### config.mk
export PLATFORM = sky130hd
export DESIGN_NAME = sw_debounce_flat
export DESIGN_NICKNAME = d
export VERILOG_FILES = /design/src/rtl/sw_debounce_pkg.sv /design/src/rtl/sw_debounce_if.sv /design/src/rtl/sw_debounce_bit.sv /design/src/rtl/sw_debounce.sv /design/src/flat_wrapper.sv
export SDC_FILE = /design/constraint.sdc
export NUM_CORES = 1
export LEC_CHECK = 0
export CAP_MARGIN = 20
export CORE_AREA = 2 2 61 75
export CTS_CLUSTER_SIZE = 25
export DETAILED_ROUTE_END_ITERATION = 10
export DIE_AREA = 0 0 63 77
export GPL_ROUTABILITY_DRIVEN = 0
export GPL_TIMING_DRIVEN = 0
export PLACE_DENSITY = 0.87
export SLEW_MARGIN = 10
export SYNTH_ARGS = -nofsm -noshare
export SYNTH_HDL_FRONTEND = slang
export SYNTH_SLANG_ARGS = --single-unit
### constraint.sdc
create_clock -name clk -period 2.8 [get_ports clk]
set_input_delay 0.42 -clock clk [delete_from_list [all_inputs] [get_ports clk]]
set_output_delay 0.42 -clock clk [all_outputs]
set_load 0.02 [all_outputs]
### src/rtl/sw_debounce_pkg.sv
// Shared types and helpers for the slide-switch debouncer.
// Latency: n/a (declarations only).
// Backpressure: n/a.
package sw_debounce_pkg;

    // Per-bit qualification state: settled, or a differing level is being timed.
    typedef enum logic {
        ST_STABLE = 1'b0,
        ST_PEND   = 1'b1
    } bit_state_t;

    // Width of the stability counter. It only has to hold 0..n-1, so
    // $clog2(n) bits suffice; never return zero for degenerate n.
    function automatic int cnt_width(input int n);
        return (n < 2) ? 1 : $clog2(n);
    endfunction

endpackage : sw_debounce_pkg

### src/rtl/sw_debounce_if.sv
// Switch conditioning bundle: raw pins in, debounced level/change/busy out.
// Latency: n/a (wiring only).
// Backpressure: none; all signals are level or single-cycle pulses.
interface sw_debounce_if #(
    parameter int WIDTH = 2
);
    logic [WIDTH-1:0] sw_i;     // raw asynchronous switch pins
    logic [WIDTH-1:0] sw_o;     // debounced, registered level
    logic [WIDTH-1:0] sw_chg;   // one-cycle pulse per bit when sw_o changes
    logic             sw_busy;  // some bit is currently qualifying a change

    // Debouncer side.
    modport slave (
        input  sw_i,
        output sw_o,
        output sw_chg,
        output sw_busy
    );

    // Pin/driver side (board wrapper or testbench).
    modport master (
        output sw_i,
        input  sw_o,
        input  sw_chg,
        input  sw_busy
    );

endinterface : sw_debounce_if

### src/rtl/sw_debounce_bit.sv
// One switch bit: synchronizer chain, then a stability-count FSM.
// Latency: SYNC_STAGES + DB_CYCLES edges from a held pin step to o_q change.
// Backpressure: none; a revert before acceptance just discards the qualification.
module sw_debounce_bit
    import sw_debounce_pkg::*;
#(
    parameter int   SYNC_STAGES = 2,
    parameter int   DB_CYCLES   = 1000000,
    parameter logic RESET_VAL   = 1'b0
) (
    input  logic clk,
    input  logic rst,      // asynchronous, active low
    input  logic i_raw,
    output logic o_q,
    output logic o_chg,
    output logic o_busy
);

    localparam int             CW       = cnt_width(DB_CYCLES);
    localparam logic [CW-1:0]  CNT_LAST = CW'(DB_CYCLES - 1);
    localparam logic [CW-1:0]  CNT_ONE  = CW'(1);

    logic [SYNC_STAGES-1:0] r_sync;
    bit_state_t             r_state;
    logic [CW-1:0]          r_cnt;
    logic                   r_q;
    logic                   r_chg;
    logic                   w_s;

    // Bring the raw pin into the clock domain; only the last stage is used.
    always_ff @(posedge clk or negedge rst) begin
        if (!rst) begin
            r_sync <= '0;
        end else begin
            r_sync <= {r_sync[SYNC_STAGES-2:0], i_raw};
        end
    end

    assign w_s = r_sync[SYNC_STAGES-1];

    // Qualify a differing level for DB_CYCLES consecutive samples before
    // adopting it; any sample equal to the current output aborts the attempt.
    always_ff @(posedge clk or negedge rst) begin
        if (!rst) begin
            r_state <= ST_STABLE;
            r_cnt   <= '0;
            r_q     <= RESET_VAL;
            r_chg   <= 1'b0;
        end else begin
            r_chg <= 1'b0;
            case (r_state)
                ST_STABLE: begin
                    if (w_s != r_q) begin
                        r_state <= ST_PEND;
                        r_cnt   <= CNT_ONE;
                    end else begin
                        r_cnt   <= '0;
                    end
                end
                ST_PEND: begin
                    if (w_s == r_q) begin
                        // Glitch: pin went back before it was accepted.
                        r_state <= ST_STABLE;
                        r_cnt   <= '0;
                    end else if (r_cnt == CNT_LAST) begin
                        r_state <= ST_STABLE;
                        r_cnt   <= '0;
                        r_q     <= w_s;
                        r_chg   <= 1'b1;
                    end else begin
                        r_cnt   <= r_cnt + CNT_ONE;
                    end
                end
                default: begin
                    r_state <= ST_STABLE;
                    r_cnt   <= '0;
                end
            endcase
        end
    end

    assign o_q    = r_q;
    assign o_chg  = r_chg;
    assign o_busy = (r_state == ST_PEND);

endmodule : sw_debounce_bit

### src/rtl/sw_debounce.sv
// Debounces WIDTH slide switches independently and reports level, change pulse and busy.
// Latency: SYNC_STAGES + DB_CYCLES edges from a held pin step to sw_o/sw_chg.
// Backpressure: none; outputs are registered levels/pulses with no handshake.
module sw_debounce
    import sw_debounce_pkg::*;
#(
    parameter int               WIDTH       = 2,
    parameter int               SYNC_STAGES = 2,
    parameter int               DB_CYCLES   = 1000000,
    parameter logic [WIDTH-1:0] RESET_VAL   = {WIDTH{1'b0}}
) (
    input  logic           clk,
    input  logic           rst,   // asynchronous, active low
    sw_debounce_if.slave   bus
);

    logic [WIDTH-1:0] w_q;
    logic [WIDTH-1:0] w_chg;
    logic [WIDTH-1:0] w_busy;

    // Bits never interact, so each gets its own synchronizer and FSM.
    for (genvar k = 0; k < WIDTH; k++) begin : g_bit
        sw_debounce_bit #(
            .SYNC_STAGES (SYNC_STAGES),
            .DB_CYCLES   (DB_CYCLES),
            .RESET_VAL   (RESET_VAL[k])
        ) u_bit (
            .clk    (clk),
            .rst    (rst),
            .i_raw  (bus.sw_i[k]),
            .o_q    (w_q[k]),
            .o_chg  (w_chg[k]),
            .o_busy (w_busy[k])
        );
    end

    assign bus.sw_o    = w_q;
    assign bus.sw_chg  = w_chg;
    // Decoded from FSM state flops only; no path from the pins.
    assign bus.sw_busy = |w_busy;

endmodule : sw_debounce

### src/flat_wrapper.sv
// flat-port wrapper written by rule: the top's interface ports become plain ports
module sw_debounce_flat import sw_debounce_pkg::*;
#(
    parameter int               WIDTH       = 2,
    parameter int               SYNC_STAGES = 2,
    parameter int               DB_CYCLES   = 1000000,
    parameter logic [WIDTH-1:0] RESET_VAL   = {WIDTH{1'b0}}
)
  (clk, rst, bus_sw_i, bus_sw_o, bus_sw_chg, bus_sw_busy);
  sw_debounce_if #(.WIDTH(WIDTH)) bus_i ();
  input  logic clk;
  input  logic rst;
  input wire logic [$bits(bus_i.sw_i)-1:0] bus_sw_i;
  output wire logic [$bits(bus_i.sw_o)-1:0] bus_sw_o;
  output wire logic [$bits(bus_i.sw_chg)-1:0] bus_sw_chg;
  output wire logic [$bits(bus_i.sw_busy)-1:0] bus_sw_busy;
  assign bus_i.sw_i = bus_sw_i;
  assign bus_sw_o = bus_i.sw_o;
  assign bus_sw_chg = bus_i.sw_chg;
  assign bus_sw_busy = bus_i.sw_busy;
  sw_debounce #(.WIDTH(WIDTH), .SYNC_STAGES(SYNC_STAGES), .DB_CYCLES(DB_CYCLES), .RESET_VAL(RESET_VAL)) u_core (.clk(clk), .rst(rst), .bus(bus_i));
endmodule
==> results summary <==
The flow ran to the end, and the final reports show no timing, DRC or antenna violations. The number of max-slew violations in the final report was 0. The instance area at placement came out at 2580 um2.

The synthesized design contains 0 enable-type register cells. For this run, design rule violations remaining after detail routing come to 0. Summing the areas of all compound-gate instances in the mapped netlist gives 6.36% of the synthesized area. CTS placed an instance of sky130_fd_sc_hd__clkbuf_8 at the clock tree root. The number of buffers inserted by post-CTS setup repair came out at 0. The portion of the post-synthesis area used by sequential elements is 51.7%. The leakage power summed over all cells came out at 1.06 nW.

The number of rows in the core area came out at 26. The first TritonRoute pass finished after 5 iterations. After Yosys synthesis, and, or, nand and nor cells account for 26.1% of the synthesized area. The switching share of power came out at 22.1%.

The synthesized area per cell is 10.2 um2. In the synthesized netlist the dominant register cell turns out to be sky130_fd_sc_hd__dfrtp_1. The initial DRC count came out at 114. Counting tap cells, the placed design contains a total of 302 instances. The hold buffer count at cts came out at 0.

The count of buffers added on input and output ports is 8. The sequential cells in the finished layout cover a total of 1250 um2. The actual transition at the worst max-transition pin came out at 0.508 ns. The floorplan die area came out at 4850 um2. After clock tree synthesis, the clock-pin slew on the worst setup and hold paths is 0.10 ns. The horizontal die dimension came out at 63 um. The number of nets in the synthesized netlist is 243. The clock period could shrink to 2.09 ns. The synthesized netlist contains 37 unique library cells. In this run the tightest slew margin relative to its limit is 66.1%. The total power consumption of the routed design is 1.30 mW.

The post-cts sizing count is 0. The proportion of layout cells with a drive suffix above 1 came out at 10.6%. TritonCTS built the clock tree. The initial antenna violation count came out at 0. The region available for standard cell placement spans 4130 um2. Relative to the synthesized area, the layout overhead comes to 11.5%.

The worst setup path is launched from a register. The total standard cell area after synthesis is 2420 um2. The detail-routed net length per standard cell came out at 14.5 um.

The power share of the clock group is 39.6%. The number of antenna repair diodes came out at 0. The H-tree was split into 2 levels. The internal power of the cells totals 1.01 mW. The arrival time of data at the critical path endpoint is 2.30 ns. The fraction of the cycle the final worst path needs is 74.7%. The final layout contains routed wiring with a total length of 4480 um. After synthesis, the cell types taking the most area are sky130_fd_sc_hd__dfrtp_1, sky130_fd_sc_hd__nor2_1, sky130_fd_sc_hd__xor2_1. In this run the worst hold path is classified as primary input to asynchronous set/reset pin. The residual overflow from global routing came out at 0.

The number of I/O pins is 9. The clock sink count is 50. The number of warnings issued by yosys is 0. The sequential group share of total power came out at 56.5%. The peak supply drop came out at 0.378 mV.

The placed wire-length estimate came out at 3130 um. The fmax came out at 478 MHz. The post-placement worst setup slack came out at 0.724 ns. STA classifies the critical path endpoint as a register.

Using the TritonRoute via totals, the vias-per-cell ratio works out to 5.90. Multiplexer cells account for 0.931% of the synthesized area. The layout has 323 filler cells.

The post-synthesis share of cell area spent on xor and xnor gates is 10.5%. By instance count, the leading cell after synthesis is sky130_fd_sc_hd__dfrtp_1. The post-synthesis async set-or-reset flop share came out at 100%. The number of global-route vias before repair is 1,746. The routed layout has 1,830 vias. The number of max-cap violations is 0. After Yosys synthesis, full adders, half adders and majority gates account for 1.03% of the synthesized area. The area used by multi-input combinational logic is 1090 um2. The flip-flop and latch count after synthesis is 50. The synthesized design spends more area on one cell type than any other, namely sky130_fd_sc_hd__dfrtp_1. The number of buffers inserted during clock tree synthesis is 5. The fraction of post-synthesis cell area in the top cell type by area is 51.7%. Setup repair after global routing left no endpoint under its margin. In this run the worst path has a maximum fanout of 10. The non-filler instance count after layout came out at 310. The latest clock arrival within the worst-skew pair is 0.31 ns. The post-route standard cell area excluding fillers came out at 2700 um2. The start-to-end type of the worst setup path is register to register. The number of standard cells after synthesis came out at 237. The total routing usage reported by global routing is 20.6%.

The post-detailed-route count of antenna-violating nets came out at 0. The buffer levels on the longest clock path came out at 2. The first-pass GRT wire length came out at 7820 um. The worst path meets setup with 0.709 ns of slack.

The commonest cells after synthesis are sky130_fd_sc_hd__dfrtp_1, sky130_fd_sc_hd__nor2_1, sky130_fd_sc_hd__nand3_1, sky130_fd_sc_hd__xor2_1, sky130_fd_sc_hd__xnor2_1. The net switching power is 0.288 mW. The ratio of total power to cell area is 483 nW/um2. The number of nets at the end of the flow is 259.

The number of hold-slack violations in the final timing report came to 0. The height of the die is 77 um. The power share of the combinational group came out at 4.0%.

The data required time at the worst endpoint came out at 3.01 ns. By area, the combinational part of the netlist is dominated by simple AND/OR/NAND/NOR gates. Entering global routing, the biggest net connects 31 pins.

Setup violations remaining at the end of the flow were counted as 0. The final clock skew came out at 0.0104 ns. Once the floorplan was initialized, standard cells occupied 58.5% of the core.
metal layers:
layer  routed length [um]  global-route usage, %  vias to the layer above
met5                    0                      0                        -
met2                 2330                   34.8                       44
met4                   95                   8.00                        0
met1                 1900                   25.2                      898
met3                  156                   4.99                       12
li1                     -                      -                      876
power groups by stage:
stage | Clock, mW | Combinational (mW) | Sequential [mW]
after floorplan | 0 | 0.0239 | 0.749
after global placement | 0 | 0.0488 | 0.750
after detailed placement | 0 | 0.0534 | 0.751
after CTS | 0.522 | 0.0536 | 0.736
after global routing | 0.554 | 0.0597 | 0.737
final | 0.515 | 0.0515 | 0.736
area by class of cell:
class | count | area share [%]
flip-flops and latches | 50 | 46.4
multi-input cells | 172 | 40.3
repair buffers | 9 | 3.53
well taps | 56 | 2.60
clock buffers | 5 | 2.55
plain buffers | 9 | 2.18
clock inverters | 3 | 1.62
inverters | 6 | 0.835
stage by stage:
stage	TNS (ns)	utilization, %	hold slack [ns]
6_report	0	65.3	0.0664
5_1_grt	0	65.3	0.0934
4_1_cts	0	65.3	0.0776
3_5_place_dp	0	62.5	0.340
3_3_place_gp	-4.76	62.2	0.335
2_1_floorplan	0	-	0.124
logic make-up after synthesis:
group	count (synthesis)
and+or+nand+nor	115
adders and majority gates	2
xor gates and xnor gates	29
muxes	2
DFF	50
buffers and inverters	15
AOI/OAI and AO/OA	24
flip-flops by register name, indices dropped and copies added (netlist names):
name                       cells
u_core.g_bit.u_bit.o_busy      2
u_core.g_bit.u_bit.o_chg       2
u_core.g_bit.u_bit.o_q         2
u_core.g_bit.u_bit.r_sync      4
u_core.g_bit.u_bit.r_cnt      40
layout by cell type, fill, tap and decap left out, types with 2 or more instances in the layout:
cell type / synthesis / final
sky130_fd_sc_hd__nor2_1: 36 / 36
sky130_fd_sc_hd__o21bai_1: 2 / 2
sky130_fd_sc_hd__o31ai_1: 4 / 4
sky130_fd_sc_hd__dfrtp_1: 50 / 50
sky130_fd_sc_hd__nor4_1: 7 / 7
sky130_fd_sc_hd__ha_1: 2 / 2
sky130_fd_sc_hd__xor2_1: 15 / 15
sky130_fd_sc_hd__inv_1: 6 / 6
sky130_fd_sc_hd__or3_1: 5 / 5
sky130_fd_sc_hd__nand4_1: 12 / 12
sky130_fd_sc_hd__clkbuf_1: 2 / 2
sky130_fd_sc_hd__clkbuf_8: 0 / 5
sky130_fd_sc_hd__nand2_1: 13 / 13
sky130_fd_sc_hd__and4_1: 7 / 7
sky130_fd_sc_hd__buf_2: 2 / 3
sky130_fd_sc_hd__o21ai_0: 4 / 4
sky130_fd_sc_hd__clkdlybuf4s50_1: 0 / 7
sky130_fd_sc_hd__buf_4: 4 / 4
sky130_fd_sc_hd__nand4bb_1: 2 / 2
sky130_fd_sc_hd__xnor2_1: 14 / 14
sky130_fd_sc_hd__nor3_1: 3 / 3
sky130_fd_sc_hd__a21oi_1: 11 / 11
sky130_fd_sc_hd__mux2_2: 2 / 2
sky130_fd_sc_hd__nand3_1: 15 / 15
sky130_fd_sc_hd__or4_1: 5 / 5
critical path, stage by stage (launching register included):
cell	delay [ns]
sky130_fd_sc_hd__dfrtp_1	0.43
sky130_fd_sc_hd__or4_1	0.52
sky130_fd_sc_hd__or4_4	0.48
sky130_fd_sc_hd__o21ai_4	0.31
sky130_fd_sc_hd__buf_6	0.19
sky130_fd_sc_hd__nor2_1	0.05
worst paths after layout:
kind | to | slack (ns) | depth (start not counted) | start
setup / recovery | u_core.g_bit[1].u_bit.r_cnt[1]$_DFF_PN0_ | 0.71 | 5 | u_core.g_bit[1].u_bit.r_cnt[15]$_DFF_PN0_
hold / removal | u_core.g_bit[1].u_bit.r_cnt[19]$_DFF_PN0_ | 0.07 | 1 | rst
setup reg to reg | u_core.g_bit[1].u_bit.r_cnt[1]$_DFF_PN0_ | 0.71 | 5 | u_core.g_bit[1].u_bit.r_cnt[15]$_DFF_PN0_
hold reg to reg | u_core.g_bit[1].u_bit.r_sync[1]$_DFF_PN0_ | 0.36 | 0 | u_core.g_bit[1].u_bit.r_sync[0]$_DFF_PN0_
max in group asynchronous | u_core.g_bit[1].u_bit.o_busy$_DFF_PN0_ | 2.21 | 2 | rst
min in group clk | u_core.g_bit[1].u_bit.r_sync[1]$_DFF_PN0_ | 0.36 | 0 | u_core.g_bit[1].u_bit.r_sync[0]$_DFF_PN0_
Power figures use the tool's default switching activity.
